## src/rtl/rx_word_register_pkg.sv

```systemverilog
// ----------------------------------------------------------------------------
// rx_word_register_pkg
// Shared definitions for the receive-side word register: the default byte
// width and the two-state pairing machine encoding.
// ----------------------------------------------------------------------------
package rx_word_register_pkg;

    localparam int DATA_W = 8;

    // WAIT_HI: waiting for the first (upper) byte of a pair.
    // WAIT_LO: upper byte held, waiting for the second (lower) byte.
    typedef enum logic {
        WAIT_HI = 1'b0,
        WAIT_LO = 1'b1
    } state_t;

endpackage : rx_word_register_pkg

```

## src/rtl/rx_word_register_edge.sv

```systemverilog
// ----------------------------------------------------------------------------
// rising_edge_detect
// One-bit registered rising-edge detector.
// Ports:
//   clk     - system clock
//   rst_n   - asynchronous active-low reset; clears the history flop
//   sig_in  - level input to watch
//   sig_q   - sig_in delayed by one clock
//   rise    - combinational pulse, high while sig_in=1 and sig_q=0
// ----------------------------------------------------------------------------
module rising_edge_detect (
    input  logic clk,
    input  logic rst_n,
    input  logic sig_in,
    output logic sig_q,
    output logic rise
);

    logic sig_d;
    logic hist_q;

    always_comb begin
        sig_d = sig_in;
    end

    // Clearing the history on reset means a level that is already high when
    // reset releases still produces exactly one rise.
    always_ff @(posedge clk or negedge rst_n) begin
        if (!rst_n) begin
            hist_q <= 1'b0;
        end else begin
            hist_q <= sig_d;
        end
    end

    assign sig_q = hist_q;
    assign rise  = sig_in & ~hist_q;

endmodule : rising_edge_detect

```

## src/rtl/rx_word_register.sv

```systemverilog
// ----------------------------------------------------------------------------
// rx_word_register
// Pairs consecutive error-free bytes from the UART receiver into a word.
// Ports:
//   clk        - system clock, rising edge
//   reset      - asynchronous active-low reset
//   data_in    - received byte, sampled only on an accept event
//   valid      - byte strobe; a rising edge is one accept event
//   PERROR     - parity error for the byte at the accept event
//   FERROR     - framing error for the byte at the accept event
//   out        - last completed word {first byte, second byte}
//   word_valid - one-cycle pulse in the cycle out takes a new word
//   err        - a byte was dropped since the last completed word
// ----------------------------------------------------------------------------
module rx_word_register
    import rx_word_register_pkg::*;
#(
    parameter int                    DATA_W   = rx_word_register_pkg::DATA_W,
    parameter logic [2*DATA_W-1:0]   OUT_INIT = '0
) (
    input  logic                  clk,
    input  logic                  reset,
    input  logic [DATA_W-1:0]     data_in,
    input  logic                  valid,
    input  logic                  PERROR,
    input  logic                  FERROR,
    output logic [2*DATA_W-1:0]   out,
    output logic                  word_valid,
    output logic                  err
);

    state_t              state_q, state_d;
    logic [DATA_W-1:0]   hold_q, hold_d;
    logic [2*DATA_W-1:0] out_q, out_d;
    logic                word_valid_q, word_valid_d;
    logic                err_q, err_d;
    logic                valid_q;
    logic                accept;

    rising_edge_detect u_valid_edge (
        .clk    (clk),
        .rst_n  (reset),
        .sig_in (valid),
        .sig_q  (valid_q),
        .rise   (accept)
    );

    // Error flags only matter at an accept; a bad byte always restarts the
    // pair from WAIT_HI and throws away any held upper byte.
    always_comb begin
        state_d      = state_q;
        hold_d       = hold_q;
        out_d        = out_q;
        word_valid_d = 1'b0;
        err_d        = err_q;
        if (accept) begin
            if (PERROR || FERROR) begin
                hold_d  = '0;
                err_d   = 1'b1;
                state_d = WAIT_HI;
            end else begin
                case (state_q)
                    WAIT_HI: begin
                        hold_d  = data_in;
                        state_d = WAIT_LO;
                    end
                    WAIT_LO: begin
                        out_d        = {hold_q, data_in};
                        word_valid_d = 1'b1;
                        err_d        = 1'b0;
                        state_d      = WAIT_HI;
                    end
                    default: begin
                        state_d = WAIT_HI;
                    end
                endcase
            end
        end
    end

    always_ff @(posedge clk or negedge reset) begin
        if (!reset) begin
            state_q      <= WAIT_HI;
            hold_q       <= '0;
            out_q        <= OUT_INIT;
            word_valid_q <= 1'b0;
            err_q        <= 1'b0;
        end else begin
            state_q      <= state_d;
            hold_q       <= hold_d;
            out_q        <= out_d;
            word_valid_q <= word_valid_d;
            err_q        <= err_d;
        end
    end

    assign out        = out_q;
    assign word_valid = word_valid_q;
    assign err        = err_q;

endmodule : rx_word_register

```

## config.mk

```make
export PLATFORM = sky130hd
export DESIGN_NAME = rx_word_register
export DESIGN_NICKNAME = d
export VERILOG_FILES = /design/src/rtl/rx_word_register_pkg.sv /design/src/rtl/rx_word_register_edge.sv /design/src/rtl/rx_word_register.sv
export SDC_FILE = /design/constraint.sdc
export NUM_CORES = 1
export LEC_CHECK = 0
export ABC_AREA = 0
export BUFFER_PORTS_ARGS = -buffer_cell sky130_fd_sc_hd__buf_2
export CORE_UTILIZATION = 55
export DETAILED_ROUTE_END_ITERATION = 12
export GPL_TIMING_DRIVEN = 0
export MAX_ROUTING_LAYER = met4
export PLACE_DENSITY = 0.91
export SYNTH_ARGS = -nofsm -noshare
export SYNTH_HDL_FRONTEND = slang
export SYNTH_HIERARCHICAL = 1
export SYNTH_SLANG_ARGS = --single-unit
```

## constraint.sdc

```tcl
create_clock -name clk -period 4.8 [get_ports clk]
set_clock_uncertainty 0.15 [all_clocks]
set_input_delay 0.48 -clock clk [delete_from_list [all_inputs] [get_ports clk]]
set_output_delay 0.48 -clock clk [all_outputs]
set_load 0.02 [all_outputs]
```

==> results of run 1 <==
==> cell families after synthesis <==
| logic type | after synthesis |
|---|---|
| AOI/OAI and AO/OA | 10 |
| muxes | 16 |
| DFF | 28 |
| buffers and inverters | 8 |
| and+or+nand+nor | 23 |
==> synthesized netlist by cell type, drive strengths merged <==
cell type / count
or2: 1
nor4bb: 3
o211ai: 5
a22o: 1
nor2b: 1
and4bb: 1
a221o: 3
nor4b: 1
nand2: 1
a21o: 1
mux2: 16
or4bb: 5
inv: 1
clkbuf: 4
dfrtp: 28
nand3b: 5
nand2b: 5
buf: 3
==> power breakdown <==
group	switching (µW)	internal (µW)
sequential	20.3	266
clock	62.0	29.4
combinational	63.4	58.8
==> sequential cells by signal, summed over array words and instances, names as in the netlist <==
| signal | cells |
|---|---|
| out | 16 |
| hold_q | 8 |
| word_valid | 1 |
| err | 1 |
| state_q | 1 |
| u_valid_edge/sig_q | 1 |
==> layer usage <==
metal,vias up,wire length (µm),track usage (%)
met5,-,0,-
met4,0,58,10.00
met3,6,114,1.852
met2,28,1244,38.29
met1,427,1068,31.13
li1,387,-,-
==> cell type report <==
| type | instances | area (µm²) |
|---|---|---|
| plain buffers | 7 | 46.29 |
| clock buffers | 3 | 22.52 |
| fillers | 155 | 600.6 |
| inverters | 1 | 3.754 |
| multi-input cells | 49 | 504.2 |
| flip-flops and latches | 28 | 700.7 |
| well taps | 27 | 33.78 |
| repair buffers | 30 | 150.1 |
==> stage by stage <==
stage | area (µm²) | std cells | power, µW | worst slack (ns) | util [%]
2_1_floorplan | 1255 | 85 | 366.9 | 3.124 | -
3_3_place_gp | 1439 | 142 | 406.9 | 2.926 | 69.78
3_5_place_dp | 1439 | 142 | 413.6 | 2.907 | 69.78
4_1_cts | 1461 | 145 | 504.8 | 3.087 | 70.87
5_1_grt | 1461 | 145 | 524.4 | 3.050 | 70.87
6_report | 1461 | 145 | 500.3 | 3.091 | 70.87
==> path summary, 6_finish.rpt <==
path / end / depth (start not counted) / slack, ns
worst max-delay path: out[8] / 5 / 3.09
worst min-delay path: hold_q[4] / 1 / 0.005
worst max register to register: out[8] / 5 / 3.09
worst min register to register: out[14] / 1 / 0.37
max in group asynchronous: err / 1 / 4.10
min in group clk: u_valid_edge/sig_q / 1 / 0.13
==> worst max-delay path, stage by stage (launching register included) <==
cell and delay [ns]:
dfrtp_1 0.42, nor2b_4 0.18, and4bb_1 0.23, buf_6 0.14, buf_8 0.17, mux2_4 0.31
==> impl_results.md, run 1 <==
* P per Cell Area at about 340 nW/µm²
* Starting density of the core at roughly three fifths
* Most common cell after layout, fill and taps aside: buf_2
* Die ar. at around 2500 µm²
* Worst setup EP type: flip-flop
* Slew margin rel. at roughly 59%
* Clock sinks at 28
* Max Cap Viol at 0
* 1st-iter DRT viols at 16
* Vias at between 800 and 900
* Seq/Total Area, Yosys at 55.83%
* Global placement routability congestion at 0.7778
* Hpwl dp at between 1.5 and 2 mm
* Drt wl/cell at 17.14 µm
* Slew Viols, Final at 0
* Area Overhead vs Synth at 16.45%
* IO Pins at 31
* Crit Path Category: reg2reg
* Worst reg2reg path startpoint: u_valid_edge/sig_q
* Vias per cell at a little under 6
* Unrepaired setup endpoints after global routing: no
* Yosys top cell by area: dfrtp_1
* Die height at around 50 µm
* Hold WC Path Type: in2async
* Simple logic cell fraction of the synthesized area at 16.45%
* Worst-case clock buffer depth at 2
* Post-Synth Adder-Cell Area at 0%
* Post-CTS setup buffer count at 0
* Final min period at around 1.7 ns
* Compound-Gate Fraction of Synth Area at under 10%
* TNS Setup at 0 ns
* Clk root buf: clkbuf_4
* Pin count of the biggest net entering global routing at 29
* Core footprint at 2062 µm²
* # setup viols final at 0
* # DRC at 0
* VDD IR max at ~0.23 mV
* Drt total wl at 2.486 mm
* Antenna Cells at 0
* CTS tree: built
* Critical-path maximum fanout at 10
* Post-synth top area share at between 50% and 60%
* Post-synthesis mux area share at between 10% and 20%
* Mapped Cells at 85
* Outcome: completed
* Synth cell types at 21
* CTS H-tree lvls at 1
* Clock Latency Late Sink at 0.32 ns
* Setup crit start: u_valid_edge/sig_q
* Antenna violations before repair at 0
* Worst Max-Slew Pin Slew at just over 0.6 ns
* Vias in the first global route at 840
* Total grt overflow at 0
* Fraction of layout cells with a size suffix above 1 at a little under half
* Final clock period utilization by the worst path at between 30% and 40%
* GRT Total Usage at 23.79%
* Die W at ~50 µm
* Arr. time, crit path at roughly 1.8 ns
* Type of origin of the critical path: flip-flop
* Largest family of logic cells by synthesized area: multiplexers
* CTS Buf Count at 3
* Final hold violations at 0
* Commonest non-fill, non-tap cells in the layout: buf_2, dfrtp_1, mux2_4
* Number of buffers added on ports at 30
* Leak at ~0.00072 µW
* Avg Inst Size Synth at around 15 µm²
* Clk slew on worst S/H paths at about 0.13 ns
* CP required at 4.87 ns
* Top post-synthesis cells by area: dfrtp_1, mux2_4, mux2_2
* Post-cts sizing count at 0
* FF+latch count, synth at 28
* Hold WS at between 0.004 and 0.005 ns
* First-pass GRT wire length at ~4.2 mm
* Synthesized cell area at approximately 1300 µm²
* Synthesis Warnings at 6
* Max Fclk at 0.5851 GHz
* Drt first pass iters at 4
* Post-Synth XOR/XNOR Area at 0%
* Antenna viol nets, final at 0
* Nets at 133
* Mapped Nets at between 90 and 100
* FP Rows at 16
* Hold_buf cts at 0
No activity file was read; power rests on OpenSTA's default activity.
==> inputs of run 2 (changes only) <==
- CORE_UTILIZATION: 55 -> 51
- PLACE_DENSITY: 0.91 -> 0.86
- clock period: 4.8 -> 1.7 ns (I/O delays scaled with it)
==> run 2 against run 1 <==
  * Via count rose by 5.3%
  * Flip-flop and latch count is the same
  * Die area rose by 7.5%
  * Hold slack improved by 0.18 ns
  * First-iteration DRC count up 25%
  * Combinational power grew to 3.0 times the previous value
  * Largest power group unchanged
==> impl_results.md, run 2 (synthesis gave the netlist of run 1 again) <==
* Die ar. at 2663 µm² (+7.5%)
* Vias at 893 (+5.3%)
* Fin cells at 156 (+7.6%)
* Multi-input gate area at 504.2 µm² (unchanged)
* Final min period at 1.622 ns (-0.08664 ns)
* Worst setup endpoint: out[9]
* Total grt overflow at 0 (unchanged)
* Reg area at 700.7 µm² (unchanged)
* Starting density of the core at 55.14% (-5.7 points)
* Clk slew on worst S/H paths at 0.14 ns (about the same)
* Post-layout instance area at 1570 µm² (+7.4%)
* 1st-iter DRT viols at 20 (+4)
* Worst-case clock buffer depth at 2 (unchanged)
* Drt total wl at 2.598 mm (+4.5%)
* Arr. time, crit path at 1.70 ns (-0.08 ns)
* VDD IR max at 0.5876 mV (+160%)
* Area after DPL at 1440 µm² (about the same)
* Antenna viol nets, final at 0 (unchanged)
* Final worst slack at 0.07754 ns (-3.013 ns)
* Nets at 142 (+6.8%)
* # DRC at 0 (unchanged)
* Outcome: completed
* Worst setup EP type: flip-flop
* Global placement routability congestion at 0.7906 (+1.6%)
* Worst reg2reg path startpoint: u_valid_edge/sig_q
* First-pass GRT wire length at 4.429 mm (+4.6%)
* Max incr delay on CP at 0.43 ns (about the same)
* CP Cell Sequence: nor2b_4 > and4bb_1 > buf_12 > mux2_2
* Hold WC Path Type: in2reg
* CP required at 1.77 ns (-3.10 ns)
* Most common cell after layout, fill and taps aside: buf_2
* Core footprint at 2276 µm² (+10%)
* Antenna violations before repair at 0 (unchanged)
* CTS H-tree lvls at 1 (unchanged)
* Pin count of the biggest net entering global routing at 29 (unchanged)
* # setup viols final at 0 (unchanged)
* CP max stage cell: dfrtp_1
* Fill count at 173 (+12%)
* Clk root buf: clkbuf_4
* Hpwl dp at 1.695 mm (-5.6%)
* Slew margin rel. at 60.08% (+0.95 points)
* Drt first pass iters at 4 (unchanged)
* Max Cap Viol at 0 (unchanged)
* Post-placement cell count at 143 (+0.70%)
* TNS Setup at 0 ns (unchanged)
* Antenna Cells at 0 (unchanged)
* Slew Viols, Final at 0 (unchanged)
* Clock sinks at 28 (unchanged)
* Final hold violations at 0 (unchanged)
* CTS tree: built
* Worst Max-Slew Pin Slew at 0.5988 ns (-0.01424 ns)
* IO Pins at 31 (unchanged)
* Commonest non-fill, non-tap cells in the layout: buf_2, dfrtp_1, dlygate4sd3_1
* Vias per cell at 5.724 (-2.1%)
* P per Cell Area at 949.4 nW/µm² (+180%)
* Setup crit start: u_valid_edge/sig_q
* Worst setup slack for register-to-register paths at 0.08 ns (-3.01 ns)
* GRT Total Usage at 24.01% (+0.22 points)
* Final clock period utilization by the worst path at 95.44% (+60 points)
* Die height at 51.61 µm (+3.7%)
* Die W at 51.61 µm (+3.7%)
* Reg-to-Reg End: out[9]
* Clock Latency Late Sink at 0.32 ns (about the same)
* Worst slack at placement at 0.03409 ns (-2.873 ns)
* Reg2Reg Depth at 4 (-1)
* Critical-path maximum fanout at 17 (+7)
* Vias in the first global route at 923 (+9.9%)
* Leak at 0.0007664 µW (+6.1%)
* Fraction of layout cells with a size suffix above 1 at 42.97% (-3.6 points)
* Flip-flop count of the largest register after layout at 16 (unchanged)
* Area Overhead vs Synth at 25.12%
* Drt wl/cell at 16.65 µm (-2.9%)
* Crit Path Category: reg2reg
* Type of origin of the critical path: flip-flop
* Number of buffers added on ports at 30 (unchanged)
* FP Rows at 17 (+1)
* Max Fclk at 0.6163 GHz (+5.3%)
* CTS Buf Count at 3 (unchanged)
* Post-CTS setup buffer count at 0 (unchanged)
-- run 2: cell types whose count changed in the layout (fill, tap and decap cells not counted), sizes merged --
| cell | delta |
|---|---|
| buf | -1 |
| clkbuf | +1 |
| dlygate4sd3 | +10 |
-- run 2: where the power goes --
group          switching (µW)  internal, µW
sequential               56.2           752
combinational             183           181
clock                     187           131
total                     427          1060
-- run 2: worst min path at each step --
stage / start / end / slack (ns) / cells past startpoint
global placement: reset / out[8] / 0.05 / 1
global route: FERROR / word_valid / 0.17 / 3
detailed placement: reset / out[8] / 0.06 / 1
floorplan: reset / err / -0.28 / 0
CTS: FERROR / word_valid / 0.17 / 3
finish: FERROR / word_valid / 0.18 / 3
-- run 2: worst max-delay path, delay by kind of cell (launching register included) --
kind | cells | cell delay, ns
buffers and inverters | 1 | 0.18
flip-flops | 1 | 0.43
multiplexers | 1 | 0.34
AND/OR/NAND/NOR | 2 | 0.43
-- run 2: cell type report --
cell class / instances / share of cell area, %
multi-input cells: 49 / 32.11
well taps: 28 / 2.231
flip-flops and latches: 28 / 44.62
plain buffers: 6 / 2.550
inverters: 1 / 0.2390
clock buffers: 4 / 2.311
repair buffers: 40 / 15.94
-- run 2: stage by stage --
| step | hold slack, ns | util, % | power, µW |
|---|---|---|---|
| 6_report | 0.1815 | 68.99 | 1491 |
| 5_1_grt | 0.1654 | 68.99 | 1561 |
| 4_1_cts | 0.1698 | 68.61 | 1498 |
| 3_5_place_dp | 0.06197 | 63.28 | 1165 |
| 3_3_place_gp | 0.05191 | 63.28 | 1148 |
| 2_1_floorplan | -0.2756 | - | 1036 |
-- run 2: repair_timing --
item                       CTS  global route
hold buffers                10             0
setup endpoints to repair    1             7
hold endpoints to repair    43             0
resized for setup            0             2
-- run 2: metal layers --
metal / up-vias / global-route usage, % / routed length (µm)
li1: 402 / - / -
met1: 454 / 30.68 / 1170
met2: 30 / 38.74 / 1272
met3: 7 / 2.632 / 99
met4: 0 / 10.81 / 56
met5: - / - / 0
